==> src/rtl/system_ram_arbiter_pkg.sv <==
// Shared types and default widths for the two-master system RAM arbiter.
package system_ram_arbiter_pkg;

  typedef enum logic [1:0] {
    ST_IDLE = 2'd0,
    ST_OWN0 = 2'd1,
    ST_OWN1 = 2'd2
  } grant_state_t;

  localparam int DEF_ADDR_W    = 10;
  localparam int DEF_DATA_W    = 32;
  localparam int DEF_MAX_BURST = 4;

  // Counter must be able to hold MAX_BURST itself so it can saturate there.
  function automatic int burst_cnt_w(input int max_burst);
    return (max_burst < 1) ? 1 : $clog2(max_burst + 1);
  endfunction

endpackage

==> src/rtl/system_ram_rr_grant.sv <==
// Two-way round-robin grant with burst limit; grant is combinational in the request cycle.
// Owner keeps the grant up to MAX_BURST transfers while the other master waits, indefinitely when alone.
module system_ram_rr_grant
  import system_ram_arbiter_pkg::*;
#(
  parameter int MAX_BURST = DEF_MAX_BURST
) (
  input  logic clk,
  input  logic reset,
  input  logic req0,
  input  logic req1,
  output logic gnt0,
  output logic gnt1
);

  localparam int CNT_W = burst_cnt_w(MAX_BURST);

  grant_state_t     state, state_nxt;
  logic [CNT_W-1:0] cnt, cnt_nxt;
  logic             last1, last1_nxt;
  logic             at_max;

  assign at_max = (cnt >= CNT_W'(MAX_BURST));

  // last1 = 1 means m1 was granted most recently, so an IDLE tie goes to m0.
  always_ff @(posedge clk) begin
    if (reset) begin
      state <= ST_IDLE;
      cnt   <= '0;
      last1 <= 1'b1;
    end else begin
      state <= state_nxt;
      cnt   <= cnt_nxt;
      last1 <= last1_nxt;
    end
  end

  always_comb begin
    state_nxt = ST_IDLE;
    cnt_nxt   = '0;
    last1_nxt = last1;
    if (gnt0) begin
      state_nxt = ST_OWN0;
      last1_nxt = 1'b0;
      if (state == ST_OWN0) cnt_nxt = at_max ? cnt : cnt + CNT_W'(1);
      else                  cnt_nxt = CNT_W'(1);
    end else if (gnt1) begin
      state_nxt = ST_OWN1;
      last1_nxt = 1'b1;
      if (state == ST_OWN1) cnt_nxt = at_max ? cnt : cnt + CNT_W'(1);
      else                  cnt_nxt = CNT_W'(1);
    end
  end

  always_comb begin
    gnt0 = 1'b0;
    gnt1 = 1'b0;
    if (!reset) begin
      case (state)
        ST_IDLE: begin
          if (req0 && req1) begin
            gnt0 = last1;
            gnt1 = !last1;
          end else begin
            gnt0 = req0;
            gnt1 = req1;
          end
        end
        ST_OWN0: begin
          if (req0 && !(at_max && req1)) gnt0 = 1'b1;
          else                           gnt1 = req1;
        end
        ST_OWN1: begin
          if (req1 && !(at_max && req0)) gnt1 = 1'b1;
          else                           gnt0 = req0;
        end
        default: begin
          gnt0 = 1'b0;
          gnt1 = 1'b0;
        end
      endcase
    end
  end

endmodule

==> src/rtl/system_ram_arbiter.sv <==
// Arbitrates two masters onto one synchronous RAM port; reads return data one cycle after acceptance.
// A master is stalled with waitrequest until granted and must hold its request meanwhile.
module system_ram_arbiter
  import system_ram_arbiter_pkg::*;
#(
  parameter int ADDR_W    = DEF_ADDR_W,
  parameter int DATA_W    = DEF_DATA_W,
  parameter int MAX_BURST = DEF_MAX_BURST
) (
  input  logic                clk,
  input  logic                reset,
  input  logic [ADDR_W-1:0]   m0_address,
  input  logic [DATA_W/8-1:0] m0_byteenable,
  input  logic                m0_read,
  input  logic                m0_write,
  input  logic [DATA_W-1:0]   m0_writedata,
  output logic                m0_waitrequest,
  output logic [DATA_W-1:0]   m0_readdata,
  output logic                m0_readdatavalid,
  input  logic [ADDR_W-1:0]   m1_address,
  input  logic [DATA_W/8-1:0] m1_byteenable,
  input  logic                m1_read,
  input  logic                m1_write,
  input  logic [DATA_W-1:0]   m1_writedata,
  output logic                m1_waitrequest,
  output logic [DATA_W-1:0]   m1_readdata,
  output logic                m1_readdatavalid,
  output logic [ADDR_W-1:0]   ram_address,
  output logic [DATA_W/8-1:0] ram_byteenable,
  output logic [DATA_W-1:0]   ram_writedata,
  output logic                ram_chipselect,
  output logic                ram_write,
  output logic                ram_clken,
  input  logic [DATA_W-1:0]   ram_readdata
);

  localparam int BE_W = DATA_W / 8;

  logic              gnt0, gnt1;
  logic [ADDR_W-1:0] addr_q;
  logic [BE_W-1:0]   be_q;
  logic [DATA_W-1:0] wdata_q;
  logic [1:0]        rdv_q;

  system_ram_rr_grant #(.MAX_BURST(MAX_BURST)) u_grant (
    .clk   (clk),
    .reset (reset),
    .req0  (m0_read | m0_write),
    .req1  (m1_read | m1_write),
    .gnt0  (gnt0),
    .gnt1  (gnt1)
  );

  assign m0_waitrequest = !gnt0;
  assign m1_waitrequest = !gnt1;
  assign ram_clken      = !reset;

  // Idle cycles replay the last granted address/data so the RAM inputs stay quiet.
  always_ff @(posedge clk) begin
    if (reset) begin
      addr_q  <= '0;
      be_q    <= '0;
      wdata_q <= '0;
    end else if (gnt0) begin
      addr_q  <= m0_address;
      be_q    <= m0_byteenable;
      wdata_q <= m0_writedata;
    end else if (gnt1) begin
      addr_q  <= m1_address;
      be_q    <= m1_byteenable;
      wdata_q <= m1_writedata;
    end
  end

  always_comb begin
    ram_address    = addr_q;
    ram_byteenable = be_q;
    ram_writedata  = wdata_q;
    ram_chipselect = 1'b0;
    ram_write      = 1'b0;
    if (gnt0) begin
      ram_address    = m0_address;
      ram_byteenable = m0_byteenable;
      ram_writedata  = m0_writedata;
      ram_chipselect = 1'b1;
      ram_write      = m0_write;
    end else if (gnt1) begin
      ram_address    = m1_address;
      ram_byteenable = m1_byteenable;
      ram_writedata  = m1_writedata;
      ram_chipselect = 1'b1;
      ram_write      = m1_write;
    end
  end

  // A read+write request is a write, so it never produces a read response.
  always_ff @(posedge clk) begin
    if (reset) begin
      rdv_q <= 2'b00;
    end else begin
      rdv_q[0] <= gnt0 && m0_read && !m0_write;
      rdv_q[1] <= gnt1 && m1_read && !m1_write;
    end
  end

  assign m0_readdatavalid = rdv_q[0] && !reset;
  assign m1_readdatavalid = rdv_q[1] && !reset;
  assign m0_readdata      = ram_readdata;
  assign m1_readdata      = ram_readdata;

endmodule

==> config.mk <==
export PLATFORM = sky130hd
export DESIGN_NAME = system_ram_arbiter
export DESIGN_NICKNAME = d
export VERILOG_FILES = /design/src/rtl/system_ram_arbiter_pkg.sv /design/src/rtl/system_ram_rr_grant.sv /design/src/rtl/system_ram_arbiter.sv
export SDC_FILE = /design/constraint.sdc
export NUM_CORES = 1
export LEC_CHECK = 0
export ABC_AREA = 1
export CORE_UTILIZATION = 32
export DETAILED_ROUTE_END_ITERATION = 12
export MAX_ROUTING_LAYER = met4
export PLACE_DENSITY = 0.86
export SLEW_MARGIN = 25
export SYNTH_ARGS = -nofsm -noshare
export SYNTH_HDL_FRONTEND = slang
export SYNTH_SLANG_ARGS = --single-unit
==> constraint.sdc <==
create_clock -name clk -period 1.4 [get_ports clk]
set_input_delay 0.14 -clock clk [delete_from_list [all_inputs] [get_ports clk]]
set_output_delay 0.14 -clock clk [all_outputs]
set_load 0.005 [all_outputs]
After elaboration in Yosys (flattened, before gate mapping)
Index checks and enable logic that the tools add are counted.

Bitwise logic cells: 2. Shift-type cells: 0. Add/sub/neg operators: 1. Multiplexer cells: 29. Equal/unequal tests: 2. Reduce and logical (&&, ||, !) cells: 22. Magnitude comparators: 1. Divide/modulo/power cells: 0. Multipliers: 0.

Operators with widths (count): 32-bit two-way mux (2); 10-bit two-way mux (2); 1-bit two-way mux (15); 3-bit two-way mux (5); 1-bit logical AND (11); 1-bit logical NOT (8); 4-bit two-way mux (2); 1-bit case mux with 3 select lines (2); 3-bit by 1-bit adder with 3-bit output, second input constant (1); 3-bit greater-or-equal comparator, second input constant (1); 2-bit by 1-bit equality test with 1-bit output, second input constant (1); 2-bit equality test, second input constant (1); 2-bit logical NOT (1); 2-bit two-way mux (1); 1-bit OR (2); 2-bit nonzero test (1); 2-bit OR reduction (1).

Register bits: 54. Memory bits (writable): 0. Latch bits: 0. Word-level logic and storage cells: 65. ROM bits: 0. Input bits: 130. Memories: 0.

Logic depth before layout (Yosys ltp)
Depth in word-level cells: 9. Mapped depth: 11. Mapped depth without buffers: 9.

Modules after synthesis
Synthesis repeated with hierarchy kept, for this count alone.

Cell total of the unflattened synthesis: 504. Area total of the unflattened synthesis: 3473.3 um^2.

By module, submodules not included: system_ram_arbiter (instances 1, cells an instance 432, area an instance 3020.4 um^2); system_ram_rr_grant (instances 1, cells an instance 72, area an instance 452.9 um^2).

Worst setup path before layout
OpenSTA, ideal clock, no wires.

Path type: register -> output. Start point: register u_grant.state[0]. End point: output port ram_writedata[10]. Path slack: -66 ps. Path buffers: 2. Required time: 1260 ps. Stages on the path, launching flop included: 10. Data arrival time: 1326 ps. Cell sequence: dfxtp_1 > inv_1 > nor2_1 > nand3_1 > nand3_1 > buf_2 > buf_2 > nand3_1 > nand3_1 > nand2_1.

Longest elaborated chain between the ends: 5.

RTL lines: from (decl) (RTL line system_ram_rr_grant.sv:18) `grant_state_t state, state_nxt;`; from (signal assigned) (RTL line system_ram_rr_grant.sv:32) `state <= state_nxt;`; 2-bit equality test (tied with other cells) (RTL line system_ram_rr_grant.sv:59) `case (state)`; 1-bit case mux with 3 select lines (RTL line system_ram_rr_grant.sv:59); 1-bit two-way mux (RTL line system_ram_rr_grant.sv:58) `if (!reset) begin`; 32-bit two-way mux; 32-bit two-way mux *; to (decl) (RTL line system_ram_arbiter.sv:30) `output logic [DATA_W-1:0] ram_writedata,`.

Mark *: on every way between the ends. The rest lies on a longest branch, timed or not.

Worst setup path after layout
Start point: register u_grant.state[0]. End point: output port ram_address[6].

Longest elaborated chain between the ends: 5.

RTL lines: 2-bit equality test (tied with other cells) (RTL line system_ram_rr_grant.sv:59); 1-bit case mux with 3 select lines (RTL line system_ram_rr_grant.sv:59); 1-bit two-way mux (RTL line system_ram_rr_grant.sv:58); 10-bit two-way mux; 10-bit two-way mux *; to (decl) (RTL line system_ram_arbiter.sv:28) `output logic [ADDR_W-1:0] ram_address,`.

Marked as above.

==> impl_results.md <==
- Outcome: finished, violations left
- Failing checks: setup timing
- Endpoints failing setup: 105
- Static leakage: 0.00400 uW
- Critical path cell sequence: buf_12 > nor2_4 > nand2_2 > nand3_2 > nand3_4 > buf_12 > inv_12 > buf_12 > buf_8 > buf_6 > buf_6 > nand2_4 > nand2_2 > buf_6
- Core area: 10800 um^2
- Slew HR: 73.6%
- Drt pass-1 iters: 4
- Post-DP HPWL: 7550 um
- Global-route wire length before repair: 24900 um
- Critical Path RT: 1.26 ns
- Syn Area/Cell: 6.15 um^2
- Setup TNS: -63.07 ns
- Worst IR Drop VDD: 0.854 mV
- Synth Area in Adders: 0.708%
- Post-synthesis mux area share: 0%
- Max Cap Viol: 0
- Clock transition at path regs: 0.10 ns
- Leading cell type in the layout, fill and taps excluded: buf_6
- Site row count: 38
- CTS H-tree depth: 2
- Number of antenna violations at the first check in global routing: 0
- Warning count from the yosys run: 0
- RR Startpoint: u_grant.state[0]
- CP top delay family: buffers and inverters
- TritonCTS clock tree: yes
- Mapped Cells: 575
- Overflow after GRT: 0
- Fin crit share: 161%
- Critical path class: reg2out
- IO buf count: 150
- GRT Overall Usage: 29.2%
- R2R Setup Slk: -0.76 ns
- Commonest cells after routing, fill and taps aside: buf_6 (105), inv_1 (98), clkdlybuf4s50_1 (93)
- Critical path startpoint category: register
- Vias: 4928
- Data arrival time of the worst path: 2.11 ns
- Netlist cell types: 21
- Worst reg2reg path endpoint: addr_q[6]
- Sequential element share of the synthesized area: 30.6%
- Synth Area in XOR/XNOR: 0.248%
- Syn Std Cell Area: 3540 um^2
- Slowest stage delay, CP: 0.38 ns
- Initial drt markers: 351
- Number of inserted diodes: 0
- Worst min path class: in2reg
- Vias in the first global route: 4917
- Largest family of logic cells by synthesized area: simple AND/OR/NAND/NOR gates
- Total chip power: 13300 uW
- Final Worst Setup Slack: -0.852 ns
- Starting Density: 32.8%
- Num ports: 247
- CP Capture Type: output pin
- Worst hold slack: 0.235 ns
- WL/cell: 20.4 um
- Critical path fanouts, max: 5
- Share of cells above drive strength 1: 58.5%
- Source of the critical timing path: u_grant.state[0]
- Clk_lat worst skew: 0.31 ns
- Core Util, Final: 76.8%
- RePlAce Congestion: 0.776
- Final WL: 19500 um
- Clk sinks: 54
- Setup crit end: ram_address[6]
- Max-slew violations: 0
- CP max stage cell: dfxtp_4
- Maximum clock rate: 444 MHz
- Die height: 107 um
- Final min period: 2.25 ns
- Compound-Gate Fraction of Synth Area: 8.03%
- Levels on crit path: 14
- R2r worst-path depth: 16
- Synth Register Bits: 54
- Slew @ Worst Pin: 0.396 ns
- CTS max path bufs: 2
- Largest net degree at the start of global routing: 50
- Syn Nets: 707
- Area Overhead vs Synth: 134%
- CTS Buf Count: 5
- Synth Area in Simple Gates: 31.5%
- RSZ-0062 raised after global routing: true
- Nets: 947
- Via density per instance: 5.16
- Final Hold Fails: 0
- Die area: 11500 um^2
- Antenna Nets Post-Route: 0
- Clk root buf: clkbuf_8
- Filler cell count: 614
- Die width: 107 um
- CP bufs+invs: 8
- Power Density: 1600 nW/um^2
- DRC violations left: 0
- Clock skew: 0.00662 ns
## synth_stat cells
master,number,area [um^2]
nor2_1,8,30.0
nor2_2,1,6.26
inv_2,4,15.0
clkbuf_1,16,60.1
nand3_2,1,10.0
buf_1,2,7.51
buf_4,64,480
a21oi_1,48,240
ha_1,2,25.0
inv_1,102,383
o21a_1,1,7.51
xnor2_1,1,8.76
o21ai_1,2,10.0
nand2_1,151,567
buf_2,11,55.1
dfxtp_1,54,1080
nand3_1,96,480
o22ai_1,1,6.26
buf_6,2,22.5
o21ai_0,4,20.0
nor3_1,4,20.0
## cell type report
| type | instances | area (um^2) | area share, % |
|---|---|---|---|
| timing repair buffer | 328 | 3590 | 43.3 |
| multi-input combinational | 320 | 2920 | 35.3 |
| sequential | 54 | 1090 | 13.2 |
| inverter | 106 | 433 | 5.22 |
| tap | 140 | 175 | 2.11 |
| clock buffer | 7 | 76.3 | 0.921 |
## logic make-up after synthesis
group | after synthesis
AO/OA/AOI/OAI | 56
XOR/XNOR | 1
adder cells (fa/ha/maj) | 2
buffers and inverters | 201
flip-flops | 54
AND/OR/NAND/NOR | 261
## worst min-delay path by stage
stage | start | to | depth (start not counted)
3_3_place_gp | ram_readdata[17] | m0_readdata[17] | 0
3_5_place_dp | ram_readdata[17] | m0_readdata[17] | 0
2_1_floorplan | m1_write | rdv_q[1] | 1
5_1_grt | m0_write | rdv_q[0] | 2
4_1_cts | m0_write | rdv_q[0] | 2
6_report | m0_write | rdv_q[0] | 2
## registers in the layout (all words and copies together) (netlist names)
| signal | cells |
|---|---|
| rdv_q | 2 |
| addr_q | 10 |
| wdata_q | 32 |
| u_grant.state | 2 |
| u_grant.cnt | 3 |
| be_q | 4 |
| u_grant.last1 | 1 |
## power by group
group / switching, uW / leakage [uW] / total [uW] / internal (uW)
registers: 170 / 0.000447 / 2110 / 1940
logic: 4820 / 0.00352 / 10300 / 5480
clock network: 546 / 0.0000383 / 894 / 348
## layer usage
metal  track usage (%)  wire [um]  vias to the layer above
met4              16.9       1080                        0
met2              53.0      10500                      285
li1                  -          -                     2186
met1              28.4       6620                     2354
met3              6.75       1270                      103
met5                 -          0                        -
## timing repair
| item | CTS | global route |
|---|---|---|
| setup endpoints to repair | 104 | 107 |
| buffers inserted | 98 | 52 |
| gates resized for setup | 521 | 226 |
| pin swaps | 80 | 86 |
| hold buffers | 0 | 0 |
| endpoints found under the hold margin | 0 | 0 |
| cloned | 10 | 2 |
## per-stage QoR
step / setup slack (ns) / instance area, um^2 / std cells
final: -0.852 / 8290 / 955
after CTS: -0.771 / 7120 / 926
after global routing: -0.925 / 8290 / 955
after floorplan: 0.00996 / 3560 / 575
after detailed placement: -0.923 / 5140 / 836
after global placement: -0.852 / 5140 / 836
Note: power is estimated with default switching activity, not from simulation.
